## src/rtl/rv32i_mem_stage.sv

```systemverilog
// RV32I memory-access stage: passes ALU results through, runs load/store
// transactions on the data bus with stall and timeout, and extends load data.
module rv32i_mem_stage #(
  parameter int unsigned TIMEOUT = 255
) (
  input  logic        clk,
  input  logic        rst,
  input  logic        ex_we,
  input  logic [4:0]  ex_waddr,
  input  logic [31:0] ex_wdata,
  input  logic [3:0]  ex_mem_op,
  input  logic [31:0] ex_mem_addr,
  input  logic [31:0] ex_store_data,
  output logic        mem_we,
  output logic [4:0]  mem_waddr,
  output logic [31:0] mem_wdata,
  output logic        stall_req,
  output logic        misalign,
  output logic        bus_err,
  output logic        dbus_req,
  output logic        dbus_we,
  output logic [31:0] dbus_addr,
  output logic [3:0]  dbus_be,
  output logic [31:0] dbus_wdata,
  input  logic [31:0] dbus_rdata,
  input  logic        dbus_ack
);

  // Counter only needs to hold 0..TIMEOUT-1; the abort fires on the edge it would reach TIMEOUT.
  localparam int unsigned CW = (TIMEOUT < 2) ? 1 : $clog2(TIMEOUT);

  typedef enum logic [1:0] {S_IDLE, S_REQ, S_DONE} state_t;

  state_t      state_q, state_d;
  logic [CW-1:0] cnt_q, cnt_d;
  logic [31:0] rdata_q, rdata_d;
  logic        err_q, err_d;
  logic        req_q, req_d;
  logic        bwe_q, bwe_d;
  logic [31:0] baddr_q, baddr_d;
  logic [3:0]  be_q, be_d;
  logic [31:0] bwdata_q, bwdata_d;

  logic is_load, is_store, is_byte, is_half, is_word, is_unsigned, is_mem, misaligned;
  logic [3:0]  be_c;
  logic [31:0] store_lane, load_lane, load_ext;
  logic        mem_we_c, stall_c, mis_c;
  logic [31:0] mem_wdata_c;

  always_comb begin
    is_load     = 1'b0;
    is_store    = 1'b0;
    is_byte     = 1'b0;
    is_half     = 1'b0;
    is_word     = 1'b0;
    is_unsigned = 1'b0;
    case (ex_mem_op)
      4'd1: begin is_load = 1'b1;  is_byte = 1'b1; end
      4'd2: begin is_load = 1'b1;  is_half = 1'b1; end
      4'd3: begin is_load = 1'b1;  is_word = 1'b1; end
      4'd4: begin is_load = 1'b1;  is_byte = 1'b1; is_unsigned = 1'b1; end
      4'd5: begin is_load = 1'b1;  is_half = 1'b1; is_unsigned = 1'b1; end
      4'd6: begin is_store = 1'b1; is_byte = 1'b1; end
      4'd7: begin is_store = 1'b1; is_half = 1'b1; end
      4'd8: begin is_store = 1'b1; is_word = 1'b1; end
      default: ;
    endcase
  end

  assign is_mem     = is_load | is_store;
  assign misaligned = (is_half & ex_mem_addr[0]) | (is_word & (|ex_mem_addr[1:0]));

  always_comb begin
    be_c       = 4'b1111;
    store_lane = ex_store_data;
    if (is_byte) begin
      be_c       = 4'b0001 << ex_mem_addr[1:0];
      store_lane = {4{ex_store_data[7:0]}};
    end else if (is_half) begin
      be_c       = 4'b0011 << ex_mem_addr[1:0];
      store_lane = {2{ex_store_data[15:0]}};
    end
  end

  // Load buffer holds the full word; the lane is picked from the still-stable EX address.
  assign load_lane = rdata_q >> {ex_mem_addr[1:0], 3'b000};

  always_comb begin
    load_ext = load_lane;
    if (is_byte) load_ext = {{24{load_lane[7] & ~is_unsigned}}, load_lane[7:0]};
    else if (is_half) load_ext = {{16{load_lane[15] & ~is_unsigned}}, load_lane[15:0]};
  end

  always_comb begin
    state_d     = state_q;
    cnt_d       = cnt_q;
    rdata_d     = rdata_q;
    err_d       = err_q;
    req_d       = req_q;
    bwe_d       = bwe_q;
    baddr_d     = baddr_q;
    be_d        = be_q;
    bwdata_d    = bwdata_q;
    mem_we_c    = 1'b0;
    mem_wdata_c = ex_wdata;
    stall_c     = 1'b0;
    mis_c       = 1'b0;
    case (state_q)
      S_IDLE: begin
        if (!is_mem) begin
          mem_we_c = ex_we;
        end else if (misaligned) begin
          mis_c = 1'b1;
        end else begin
          stall_c  = 1'b1;
          state_d  = S_REQ;
          cnt_d    = '0;
          req_d    = 1'b1;
          bwe_d    = is_store;
          baddr_d  = {ex_mem_addr[31:2], 2'b00};
          be_d     = be_c;
          bwdata_d = store_lane;
        end
      end
      S_REQ: begin
        stall_c = 1'b1;
        if (dbus_ack) begin
          rdata_d = dbus_rdata;
          req_d   = 1'b0;
          state_d = S_DONE;
        end else if (cnt_q == CW'(TIMEOUT - 1)) begin
          req_d   = 1'b0;
          err_d   = 1'b1;
          state_d = S_DONE;
        end else begin
          cnt_d = cnt_q + 1'b1;
        end
      end
      S_DONE: begin
        mem_wdata_c = load_ext;
        if (is_load && !err_q) mem_we_c = ex_we;
        err_d   = 1'b0;
        state_d = S_IDLE;
      end
      default: state_d = S_IDLE;
    endcase
  end

  always_ff @(posedge clk) begin
    if (rst) begin
      state_q  <= S_IDLE;
      cnt_q    <= '0;
      rdata_q  <= '0;
      err_q    <= 1'b0;
      req_q    <= 1'b0;
      bwe_q    <= 1'b0;
      baddr_q  <= '0;
      be_q     <= '0;
      bwdata_q <= '0;
    end else begin
      state_q  <= state_d;
      cnt_q    <= cnt_d;
      rdata_q  <= rdata_d;
      err_q    <= err_d;
      req_q    <= req_d;
      bwe_q    <= bwe_d;
      baddr_q  <= baddr_d;
      be_q     <= be_d;
      bwdata_q <= bwdata_d;
    end
  end

  assign mem_we     = rst ? 1'b0  : mem_we_c;
  assign mem_waddr  = rst ? 5'd0  : ex_waddr;
  assign mem_wdata  = rst ? 32'd0 : mem_wdata_c;
  assign stall_req  = rst ? 1'b0  : stall_c;
  assign misalign   = rst ? 1'b0  : mis_c;
  assign bus_err    = rst ? 1'b0  : (state_q == S_DONE) & err_q;
  assign dbus_req   = rst ? 1'b0  : req_q;
  assign dbus_we    = rst ? 1'b0  : bwe_q;
  assign dbus_addr  = rst ? 32'd0 : baddr_q;
  assign dbus_be    = rst ? 4'd0  : be_q;
  assign dbus_wdata = rst ? 32'd0 : bwdata_q;

endmodule

```

## config.mk

```make
export PLATFORM = sky130hd
export DESIGN_NAME = rv32i_mem_stage
export DESIGN_NICKNAME = d
export VERILOG_FILES = /design/src/rtl/rv32i_mem_stage.sv
export SDC_FILE = /design/constraint.sdc
export NUM_CORES = 1
export LEC_CHECK = 0
export CAP_MARGIN = 10
export CORE_ASPECT_RATIO = 1.75
export CORE_MARGIN = 1.5
export CORE_UTILIZATION = 25
export CTS_CLUSTER_SIZE = 10
export DETAILED_ROUTE_END_ITERATION = 12
export PLACE_DENSITY = 0.56
export SLEW_MARGIN = 5
export SYNTH_ARGS = -nofsm -noshare
export SYNTH_HDL_FRONTEND = slang
export SYNTH_SLANG_ARGS = --single-unit
```

## constraint.sdc

```tcl
create_clock -name clk -period 6.2 [get_ports clk]
set_clock_uncertainty 0.15 [all_clocks]
set_input_delay 1.55 -clock clk [delete_from_list [all_inputs] [get_ports clk]]
set_output_delay 1.55 -clock clk [all_outputs]
set_load 0.005 [all_outputs]
```

==> results.txt <==
status: complete, no violations
Die X: 121.5 microns
Total Wirelength: 21840 microns
1st-pass router iterations: 4
# nets final: 1157
IO Port Bufs: 249
leading area contributor after synthesis: dfxtp_1
post-detailed-route count of antenna-violating nets: 0
Die Y: 210.5 microns
crit path launch type: input port
CTS Buf Count: 9
placed cell areas: 0.008860 sq mm
Worst Path Class, Setup: in2out
violation count after the first detailed-route iteration: 236
Critical Path RT: 4500 ps
Synth area leaders: dfxtp_1 36%, nand2_1 13%, nor2b_1 8.2%, a21oi_1 7.1%, a311oi_2 4.6%
worst-margin pin slew: 1149 ps
Ports: 252
CTS Sinks: 111
clk slew on worst S/H paths: 80 ps
Non-Filler Instances: 1325
FILL cells: 2539
Detail Placement HPWL: 16220 microns
period utilization: 93.96%
CTS tree: done
hold_ws: 300.2 ps
Finished Cell Area: 0.009158 sq mm
PwrDens: 201.8 mW/mm^2
max frequency: 171.6 MHz
vias per inst: 4.677
routed len/inst: 16.48 microns
Post-synth top cells: 212 x nand2_1, 111 x dfxtp_1, 87 x a21oi_1, 81 x nor2b_1, 41 x nor2_1
Synth cell types: 56
Main synth FF type: dfxtp_1
GRT overflow: 0
initial antenna violation count: 2
worst hold path class: reg2reg
sequential element share of the synthesized area: 36.14%
share of cells above drive strength 1: 6.700%
setup TNS: 0 ps
Storage cell area: 0.002222 sq mm
H-Tree Depth: 3
Gates resized, CTS repair: 0
CTS Root Cell: clkbuf_16
vias in the first global route: 5979
area of the core: 0.02402 sq mm
setup bufs post-CTS: 0
die area: 0.02558 sq mm
Leakage: 0.003280 uW
asr flop ratio synth: 0%
Gate Count Post-Synth: 799
synth warn: 0
Crit path arrival time: 4130 ps
routability cong.: 0.8328
largest net degree at the start of global routing: 131
Post-Syn Area: 0.006148 sq mm
maximum VDD drop: 0.1187 mV
final hold vios: 0
Post-synth EDFFs: 0
post-synthesis sequential element count: 111
Area Growth Syn to Fin: 48.94%
Skew-Pair Late Insertion Delay: 360 ps
first-pass GRT wire length: 33110 microns
# setup viols final: 0
most common cell in the synthesized netlist: nand2_1
Critical Path End Type: output port
Longest Clk Path Bufs: 2
final core occ: 38.12%
GRT Overall Usage: 16.73%
starting density of the core: 25.59%
Worst Path Max Fanout: 8
Syn Area/Cell: 7.695 sq um
WHS Path Cells: 2
Max Cap Viol: 0
min Tclk post-route: 5826 ps
post-synth top area share: 36.14%
Multi-input gate area: 0.003603 sq mm
hold_buf cts: 0
site row count: 75
Slew HR: 23.23%
reg2reg path depth: 4
DRC: 0
dpl cells: 1307
max-slew violation count: 0
RSZ-0062 raised after global routing: no
routed vias: 6197
worst max-delay path, stage by stage:
cell             delay, ps
clkdlybuf4s50_1        690
mux4_2                 600
o21a_1                 130
o21ai_1                210
nand2b_1               320
o21ai_0                160
clkdlybuf4s50_1        460
metrics by stage:
stage          worst slack [ps]  power, uW
6_report                  374.2       1848
3_3_place_gp              383.0       1275
2_1_floorplan              1285       1047
5_1_grt                   164.5       1955
3_5_place_dp              329.5       1278
4_1_cts                   320.0       1884
routing by layer:
layer / GRT usage, % / wire, microns
met4: 7.627 / 773
met1: 18.65 / 8637
met2: 30.33 / 11350
met3: 3.030 / 1077
met5: 0 / 0
sequential cells by signal, summed over array words and instances (netlist names):
signal and flops:
bwe_q 1, baddr_q 30, err_q 1, state_q 2, cnt_q 8, bwdata_q 32, req_q 1, be_q 4
rdata_q 32
cell families (layout without fill, tap and decap cells):
group	Yosys count	in the layout	share of synthesized area [%]
simple gates	373	373	27.72
compound gates	200	200	23.22
flops	111	111	36.14
buf+inv	72	287	5.454
mux	34	34	5.902
fa+ha+maj	6	6	1.221
xor+xnor	2	2	0.2850
other cells	1	4	0.06099
cell type report:
class	instances	share of cell area (%)
multi-input cells	617	39.35
clock buffers	11	2.760
diodes	2	0.05465
flip-flops and latches	111	24.27
clock inverters	5	0.4372
repair buffers	265	28.68
well taps	308	4.208
inverters	6	0.2459
power by group:
part           total (uW)  internal, uW  switching (uW)
Combinational         466           247             220
Clock                 592           299             292
Sequential            790           763            27.5
placed cells by master, fill, tap and decap left out, drive strengths merged, types with 3 or more instances in the layout:
master,instances
ha,6
dfxtp,111
mux2,8
clkbuf,11
a221oi,8
o21a,9
nor2b,81
a21oi,88
nand3,5
a32o,7
nor3,10
clkdlybuf4s50,248
o21ai,31
buf,17
clkinv,3
a311oi,22
nand2b,7
o2bb2ai,8
o31ai,4
nand2,212
nor2,41
mux2i,25
nor3b,5
a21o,3
a22o,9
inv,6
path summary, 6_finish.rpt:
| path | start | end | slack [ps] |
|---|---|---|---|
| worst max-delay path | ex_mem_addr[0] | mem_wdata[28] | 370 |
| worst min-delay path | baddr_q[19]$_SDFFE_PP0P_ | baddr_q[19]$_SDFFE_PP0P_ | 300 |
| worst max register to register | state_q[1]$_SDFFE_PP0P_ | bwdata_q[24]$_SDFFE_PP0P_ | 3690 |
| worst min register to register | baddr_q[19]$_SDFFE_PP0P_ | baddr_q[19]$_SDFFE_PP0P_ | 300 |
Note: power is estimated with default switching activity, not from simulation.
